$ cat config.mk
export PLATFORM = sky130hd
export DESIGN_NAME = as6d_vp_buffer_rd_unpack
export DESIGN_NICKNAME = d
export VERILOG_FILES = /design/src/rtl/as6d_vp_buffer_rd_unpack.sv
export SDC_FILE = /design/constraint.sdc
export NUM_CORES = 1
export LEC_CHECK = 0
export CAP_MARGIN = 20
export CELL_PAD_IN_SITES_DETAIL_PLACEMENT = 2
export CELL_PAD_IN_SITES_GLOBAL_PLACEMENT = 2
export CORE_AREA = 2 2 157 159
export DETAILED_ROUTE_END_ITERATION = 7
export DIE_AREA = 0 0 159 161
export PLACE_DENSITY = 0.87
export SYNTH_ARGS = -nofsm -noshare
export SYNTH_HDL_FRONTEND = slang
export SYNTH_SLANG_ARGS = --single-unit
$ cat constraint.sdc
create_clock -name clk -period 5.2 [get_ports clk]
set_clock_uncertainty 0.05 [all_clocks]
set_input_delay 1.04 -clock clk [delete_from_list [all_inputs] [get_ports clk]]
set_output_delay 1.04 -clock clk [all_outputs]
set_load 0.01 [all_outputs]
$ cat src/rtl/as6d_vp_buffer_rd_unpack.sv
// Splits 128-bit FWFT FIFO words into 32-bit valid/ready beats, lowest lane first, grouped into frames.
// Optional stall counter enabled by defining AS6D_VP_UNPACK_STALL_CNT_EN.
module as6d_vp_buffer_rd_unpack #(
  parameter int IN_WIDTH  = 128,
  parameter int OUT_WIDTH = 32,
  parameter int LEN_WIDTH = 16
) (
  input  logic                 clk,
  input  logic                 rst_n,
  input  logic                 enable,
  input  logic [LEN_WIDTH-1:0] frame_len_cfg,
  input  logic [IN_WIDTH-1:0]  fifo_rd_data,
  input  logic                 fifo_rd_data_val,
  output logic                 fifo_rd_en,
  output logic [OUT_WIDTH-1:0] out_data,
  output logic                 out_valid,
  input  logic                 out_ready,
  output logic                 out_last,
  output logic                 busy,
  output logic                 cfg_err,
  output logic [LEN_WIDTH-1:0] frame_cnt
`ifdef AS6D_VP_UNPACK_STALL_CNT_EN
  ,
  input  logic                 stall_cnt_clr,
  output logic [31:0]          stall_cnt
`endif
);

  localparam int RATIO  = IN_WIDTH / OUT_WIDTH;
  localparam int LANE_W = (RATIO > 1) ? $clog2(RATIO) : 1;

  typedef enum logic [1:0] {S_IDLE, S_FETCH, S_SEND} state_t;

  state_t               r_state;
  logic [IN_WIDTH-1:0]  r_hold;
  logic [LANE_W-1:0]    r_lane;
  logic [LEN_WIDTH-1:0] r_beat_cnt;
  logic [LEN_WIDTH-1:0] r_len_q;
  logic                 r_cfg_err;
  logic [LEN_WIDTH-1:0] r_frame_cnt;

  logic w_send;
  logic w_accept;
  logic w_last;
  logic w_lane_end;
  logic w_word_done;
  logic w_restart;
  logic w_pop;

  assign w_send      = (r_state == S_SEND);
  assign w_accept    = w_send & out_ready;
  assign w_last      = (r_beat_cnt == (r_len_q - LEN_WIDTH'(1)));
  assign w_lane_end  = (r_lane == LANE_W'(RATIO - 1));
  assign w_word_done = w_accept & (w_last | w_lane_end);
  assign w_restart   = enable & (frame_len_cfg != '0);

  // A frame end without a restart goes idle, so it must not pull the next word.
  always_comb begin
    w_pop = 1'b0;
    case (r_state)
      S_FETCH: w_pop = fifo_rd_data_val;
      S_SEND:  w_pop = w_word_done & fifo_rd_data_val & (~w_last | w_restart);
      default: w_pop = 1'b0;
    endcase
  end

  assign fifo_rd_en = w_pop;
  assign out_valid  = w_send;
  assign out_last   = w_send & w_last;
  assign out_data   = r_hold[int'(r_lane)*OUT_WIDTH +: OUT_WIDTH];
  assign busy       = (r_state != S_IDLE);
  assign cfg_err    = r_cfg_err;
  assign frame_cnt  = r_frame_cnt;

  always_ff @(posedge clk or negedge rst_n) begin
    if (!rst_n) begin
      r_state     <= S_IDLE;
      r_hold      <= '0;
      r_lane      <= '0;
      r_beat_cnt  <= '0;
      r_len_q     <= '0;
      r_cfg_err   <= 1'b0;
      r_frame_cnt <= '0;
    end else begin
      case (r_state)
        S_IDLE: begin
          if (enable) begin
            if (frame_len_cfg != '0) begin
              r_len_q    <= frame_len_cfg;
              r_beat_cnt <= '0;
              r_state    <= S_FETCH;
            end else begin
              r_cfg_err <= 1'b1;
            end
          end
        end
        S_FETCH: begin
          if (w_pop) begin
            r_hold  <= fifo_rd_data;
            r_lane  <= '0;
            r_state <= S_SEND;
          end
        end
        S_SEND: begin
          if (w_accept) begin
            r_beat_cnt <= r_beat_cnt + LEN_WIDTH'(1);
            r_lane     <= r_lane + LANE_W'(1);
            if (w_last) begin
              r_frame_cnt <= r_frame_cnt + LEN_WIDTH'(1);
              if (w_restart) begin
                r_len_q    <= frame_len_cfg;
                r_beat_cnt <= '0;
              end
            end
            // Remaining lanes of a word are dropped once its frame is complete.
            if (w_last && !w_restart) begin
              r_state <= S_IDLE;
              if (frame_len_cfg == '0) r_cfg_err <= 1'b1;
            end else if (w_word_done) begin
              if (w_pop) begin
                r_hold <= fifo_rd_data;
                r_lane <= '0;
              end else begin
                r_state <= S_FETCH;
              end
            end
          end
        end
        default: r_state <= S_IDLE;
      endcase
    end
  end

`ifdef AS6D_VP_UNPACK_STALL_CNT_EN
  logic [31:0] r_stall_cnt;
  logic        w_stall;

  assign w_stall   = (w_send & ~out_ready) | ((r_state == S_FETCH) & ~fifo_rd_data_val);
  assign stall_cnt = r_stall_cnt;

  always_ff @(posedge clk or negedge rst_n) begin
    if (!rst_n) begin
      r_stall_cnt <= '0;
    end else if (stall_cnt_clr) begin
      r_stall_cnt <= '0;
    end else if (w_stall && (r_stall_cnt != 32'hFFFF_FFFF)) begin
      r_stall_cnt <= r_stall_cnt + 32'd1;
    end
  end
`endif

endmodule

==> results of run 1 <==
==> cell usage after synthesis (11+ instances only) <==
cell,number
mux2_1,130
mux2_2,16
nand2_1,15
inv_1,15
xnor2_1,26
nand3_1,16
xor2_1,20
buf_8,11
nor2_1,25
mux4_2,32
dfrtp_1,181
==> placed cells by master (no fill, tap or decap), drive strengths merged, types with 17 or more instances in the layout <==
cell	count
nor2	26
inv	22
mux2	146
dfrtp	181
xnor2	26
clkbuf	17
clkdlybuf4s50	200
nand3	17
xor2	20
mux4	32
==> registers in the layout, summed over array words and instances (netlist names) <==
| name | flops |
|---|---|
| r_hold | 128 |
| frame_cnt | 16 |
| r_beat_cnt | 16 |
| r_len_q | 16 |
| r_lane | 2 |
| r_state | 2 |
| cfg_err | 1 |
==> worst max-delay path by stage <==
stage	from	slack, ns	to	cells past startpoint
floorplan	r_len_q[0]	1.54	fifo_rd_en	10
global placement	frame_len_cfg[13]	0.72	fifo_rd_en	10
detailed placement	frame_len_cfg[10]	0.64	fifo_rd_en	10
CTS	r_len_q[0]	0.19	fifo_rd_en	11
global route	r_len_q[0]	0.007	fifo_rd_en	11
finish	r_len_q[0]	0.28	fifo_rd_en	11
==> routing by layer <==
layer,track usage (%),wire length (µm),vias up
met5,0,0,-
met4,8.18,869,0
met3,3.90,905,41
met2,36.8,13400,158
met1,25.0,10500,3119
li1,-,-,2696
==> stage by stage <==
step                worst slack, ns  std cells  total power [µW]  area [µm²]
CTS                           0.195       1162              6080       11600
global placement              0.724       1131              4580       11000
global route                0.00685       1167              6380       11600
floorplan                      1.54        623              3770        8740
detailed placement            0.644       1131              4760       11000
finish                        0.283       1167              6000       11600
==> cell type report <==
class,count,area share [%]
tap,324,3.49
sequential,181,39.0
clock inverter,14,1.24
antenna,5,0.108
clock buffer,17,3.66
multi-input combinational,399,33.7
inverter,15,0.485
timing repair buffer,212,18.3
==> kinds of logic after synthesis <==
| family | after synthesis | synth area share, % |
|---|---|---|
| buffers and inverters | 43 | 3.61 |
| DFF | 181 | 51.8 |
| AOI/OAI and AO/OA | 41 | 3.36 |
| adders and majority gates | 9 | 1.29 |
| and+or+nand+nor | 125 | 8.30 |
| xor gates and xnor gates | 46 | 4.61 |
| muxes | 178 | 27.0 |
==> report_power, final <==
group | total (µW) | internal (µW) | switching [µW]
registers | 2430 | 1990 | 435
logic | 2320 | 1310 | 1010
clock network | 1250 | 636 | 619
total | 6000 | 3940 | 2060
==> what timing repair did <==
item / CTS / global route
hold endpoints to repair: 0 / 0
gates resized for setup: 0 / 1
endpoints found under the setup margin: 0 / 1
==> results.cfg, run 1 <==
[worst_setup_path]
worst-path-buf-inv = 2
setup.worst_path.class = reg2out
critPathTopFamily = simple AND/OR/NAND/NOR gates
start_kind = flip-flop
critical_path.cell_chain = inv_1 -> ha_1 -> or4bb_1 -> a211o_1 -> a211oi_2 -> nand3_2 -> nor4_4 -> o2bb2ai_1 -> nor2_1 -> nor2_1 -> clkdlybuf4s50_1
cpMostUsedCell = nor2_1
critPathRequiredTime_ns = 4.11
r2r-start = r_len_q[0]
ff2ff_path_depth = 11
critPathMaxFanout = 5
slowest_delay_ns = 0.55
slowest_stage = clkdlybuf4s50_1
ff2ff_setup_slack_ns = 0.78
arrival_ns = 3.83
reg2reg_to = r_hold[40]
crit_path_end_kind = primary output

[synthesis]
syn_inst = 623
yosysWarnings = 0
yosys.cell_types.count = 61
synth_nets = 781
yosys.area.top_type = dfrtp_1
netlist_area_um2 = 8740
ys_seq_area_share_pct = 51.8
syn_area_per_cell_um2 = 14.0
dominantRegCellSynth = dfrtp_1
yosys_register_bits = 181
synthTopCellsByArea = dfrtp_1 52%, mux2_1 17%, mux4_2 8.2%
synth_edf_count = 0
async_reset_ff_share_pct = 100
synth_top_area_share_pct = 51.8

[cts]
cts_max_level = 4
hold_buffers = 0
cts_root_buf = clkbuf_16
cts_max_path_buffers = 2
cts_tree = yes
cts_buffers = 17
cts.clk_slew.worst_paths_ns = 0.07
cts_setup_buffers = 0
clock-sinks = 181
clock_latency_ns = 0.43

[power_and_ir_drop]
vdd_drop_max_mv = 0.243
p_leak_uw = 0.00474
power.density_nw_per_um2 = 517

[final_layout]
final_util_pct = 48.4
synthToLayoutAreaGrowth_pct = 32.8
multi_input_area_um2 = 3910
drive_gt1_share_pct = 12.5
seq_area_um2 = 4530
nFillCells = 2326
finalNetCount = 984

[global_routing]
grt_overflow_total = 0
grt_pass1_vias = 6983
grt_pass1_wl_mm = 41.0
grt_max_degree = 93
antenna_found_initial = 5
grt_usage_pct = 20.7

[hold_path]
min_to = frame_cnt[15]
hp-start = frame_cnt[15]
hp-class = reg2reg
hold-path-cell-count = 1

[floorplanning]
io-pin-count = 202
dieHeight_um = 161
die_x_um = 159
rows = 57
start_util_pct = 36.5
core_area_um2 = 24000
dieArea_um2 = 25600

[sta]
max_slew_margin_pct = 41.3
max_freq_ghz = 0.203
setup_violations = 0
hold_slack_ns = 0.423
hold_viol = 0
drv_slew = 0
fin_crit_ns = 4.92
rsz0062_at_grt = false
finalCritPeriodShare_pct = 94.6
worst_slew_pin_slew_ns = 0.881
setup_tns_ns = 0

[status]
status = completed

[routing]
wl_per_cell_um = 22.0
wl_mm = 25.7
drtAntennaViolNets = 0
drtPass1Iterations = 4
drcViolationCount = 0
via_per_inst = 5.15
drt_iter0_markers = 318
vias = 6014

[placement]
port_buffers = 201
place_congestion = 0.776
dp_hpwl_mm = 18.7

[run]
cap_violations = 0
Power figures use the tool's default switching activity.
==> run 2: changes to the inputs <==
--- a/config.mk
+++ b/config.mk
@@ -7,2 +7,3 @@
 export LEC_CHECK = 0
+export ABC_CLOCK_PERIOD_IN_PS = 5200
 export CAP_MARGIN = 20
@@ -13,2 +14,3 @@
 export DIE_AREA = 0 0 159 161
+export HOLD_SLACK_MARGIN = 0.02
 export PLACE_DENSITY = 0.87
--- a/constraint.sdc
+++ b/constraint.sdc
@@ -4,2 +4,2 @@
 set_output_delay 1.04 -clock clk [all_outputs]
-set_load 0.01 [all_outputs]
+set_load 0.05 [all_outputs]
==> results.cfg, run 2 (same netlist as run 1, synthesis figures left out) <==
[sta]
fin_ws_ns = 0.277
setup_tns_ns = 0
hold_viol = 0
finalCritPeriodShare_pct = 94.7
fin_crit_ns = 4.92
worst_slew_pin_slew_ns = 0.779
drv_slew = 0
rsz0062_at_grt = false
max_slew_margin_pct = 47.9
setup_violations = 0
max_freq_ghz = 0.203

[placement]
port_buffers = 201
place_congestion = 0.778
dp_slack_ns = 0.327
dp_hpwl_mm = 19.4

[global_routing]
grt_overflow_total = 0
grt_pass1_vias = 7078
grt_usage_pct = 21.3
antenna_found_initial = 1
grt_max_degree = 90
grt_pass1_wl_mm = 42.2

[final_layout]
final_common_cell = clkdlybuf4s50_1
final_cell_mix = 199 x clkdlybuf4s50_1, 179 x dfrtp_1, 130 x mux2_1, 32 x mux4_2, 26 x xnor2_1
largest_reg_flops = 128
finalNetCount = 984
synthToLayoutAreaGrowth_pct = 32.8
drive_gt1_share_pct = 12.5
largest_register = r_hold

[worst_setup_path]
critPathMaxFanout = 5
start_kind = flip-flop
timing.critical_path.from = r_len_q[0]
crit_path_end_kind = primary output
reg2reg_to = r_hold[9]
ff2ff_path_depth = 11
setup.worst_path.class = reg2out
critPathRequiredTime_ns = 4.11
r2r-start = r_len_q[0]
endpoint = out_last
ff2ff_setup_slack_ns = 0.81
arrival_ns = 3.83

[cts]
clock-sinks = 181
cts_buffers = 17
cts_tree = yes
cts_max_path_buffers = 2
cts_max_level = 4
clock_latency_ns = 0.43
cts.clk_slew.worst_paths_ns = 0.08
cts_setup_buffers = 0
cts_root_buf = clkbuf_16

[floorplanning]
rows = 57
dieArea_um2 = 25600
io-pin-count = 202
dieHeight_um = 161
core_area_um2 = 24000
die_x_um = 159
start_util_pct = 36.5

[routing]
vias = 6032
drcViolationCount = 0
drtAntennaViolNets = 0
wl_per_cell_um = 22.7
wl_mm = 26.4
via_per_inst = 5.18
drt_iter0_markers = 309
drtPass1Iterations = 6

[hold_path]
hp-class = reg2reg

[status]
status = completed

[power_and_ir_drop]
p_leak_uw = 0.00476
power.density_nw_per_um2 = 572
vdd_drop_max_mv = 0.272

[run]
cap_violations = 0
-- run 2: changes by cell type in the layout (fill, tap and decap cells not counted), moves of 2 or more --
cell,before,now
clkinv_4,2,5
inv_8,4,6
clkinvlp_4,3,0
inv_6,3,1
diode_2,5,1
-- run 2: layout make-up --
cell class | instances | area [µm²]
clock buffer | 18 | 439
clock inverter | 14 | 153
antenna | 1 | 2.50
inverter | 15 | 56.3
sequential | 181 | 4530
timing repair buffer | 212 | 2120
multi-input combinational | 399 | 3910
tap | 324 | 405
fill | 2356 | 12300
-- run 2: metrics by stage --
stage / hold slack (ns) / utilization, % / cells / area, µm² / power [µW]
final: 0.425 / 48.5 / 1164 / 11600 / 6650
after global routing: 0.449 / 48.5 / 1164 / 11600 / 7020
after CTS: 0.431 / 48.5 / 1163 / 11600 / 6730
after detailed placement: 0.411 / 46.0 / 1131 / 11000 / 5370
after global placement: 0.407 / 46.0 / 1131 / 11000 / 5170
after floorplan: 0.402 / - / 623 / 8740 / 4380
-- run 2: worst max-delay path, cell delays in order, from the launching register on --
cell             delay (ns)
dfrtp_1                0.44
inv_1                  0.08
ha_1                   0.21
or4bb_1                0.49
a211o_1                0.32
a211oi_2               0.29
nand2_1                0.10
nor3_1                 0.18
nor4bb_1               0.42
clkdlybuf4s50_1        0.88
-- run 2: how the worst min path moves through the flow --
stage | cells after the start | slack, ns | from | end
4_1_cts | 1 | 0.43 | cfg_err | cfg_err
3_5_place_dp | 1 | 0.41 | cfg_err | cfg_err
5_1_grt | 1 | 0.45 | cfg_err | cfg_err
6_report | 1 | 0.43 | cfg_err | cfg_err
2_1_floorplan | 1 | 0.40 | r_hold[64] | r_hold[64]
3_3_place_gp | 1 | 0.41 | cfg_err | cfg_err
-- run 2: per-layer routing --
layer	up-vias	global-route usage (%)	share of wire, %
li1	2696	-	-
met1	3158	25.8	41
met2	148	38.4	53
met3	30	4.01	3.4
met4	0	7.02	2.4
met5	-	0	0
-- run 2: repair_timing --
| action | in CTS | in global routing |
|---|---|---|
| hold buffers | 0 | 0 |
| endpoints found under the setup margin | 1 | 0 |
| gates resized for setup | 1 | 0 |
| hold endpoints to repair | 0 | 0 |
-- run 2: report_power, final --
group          switching (µW)  internal, µW
sequential                445          1990
combinational            1600          1300
clock                     644           659
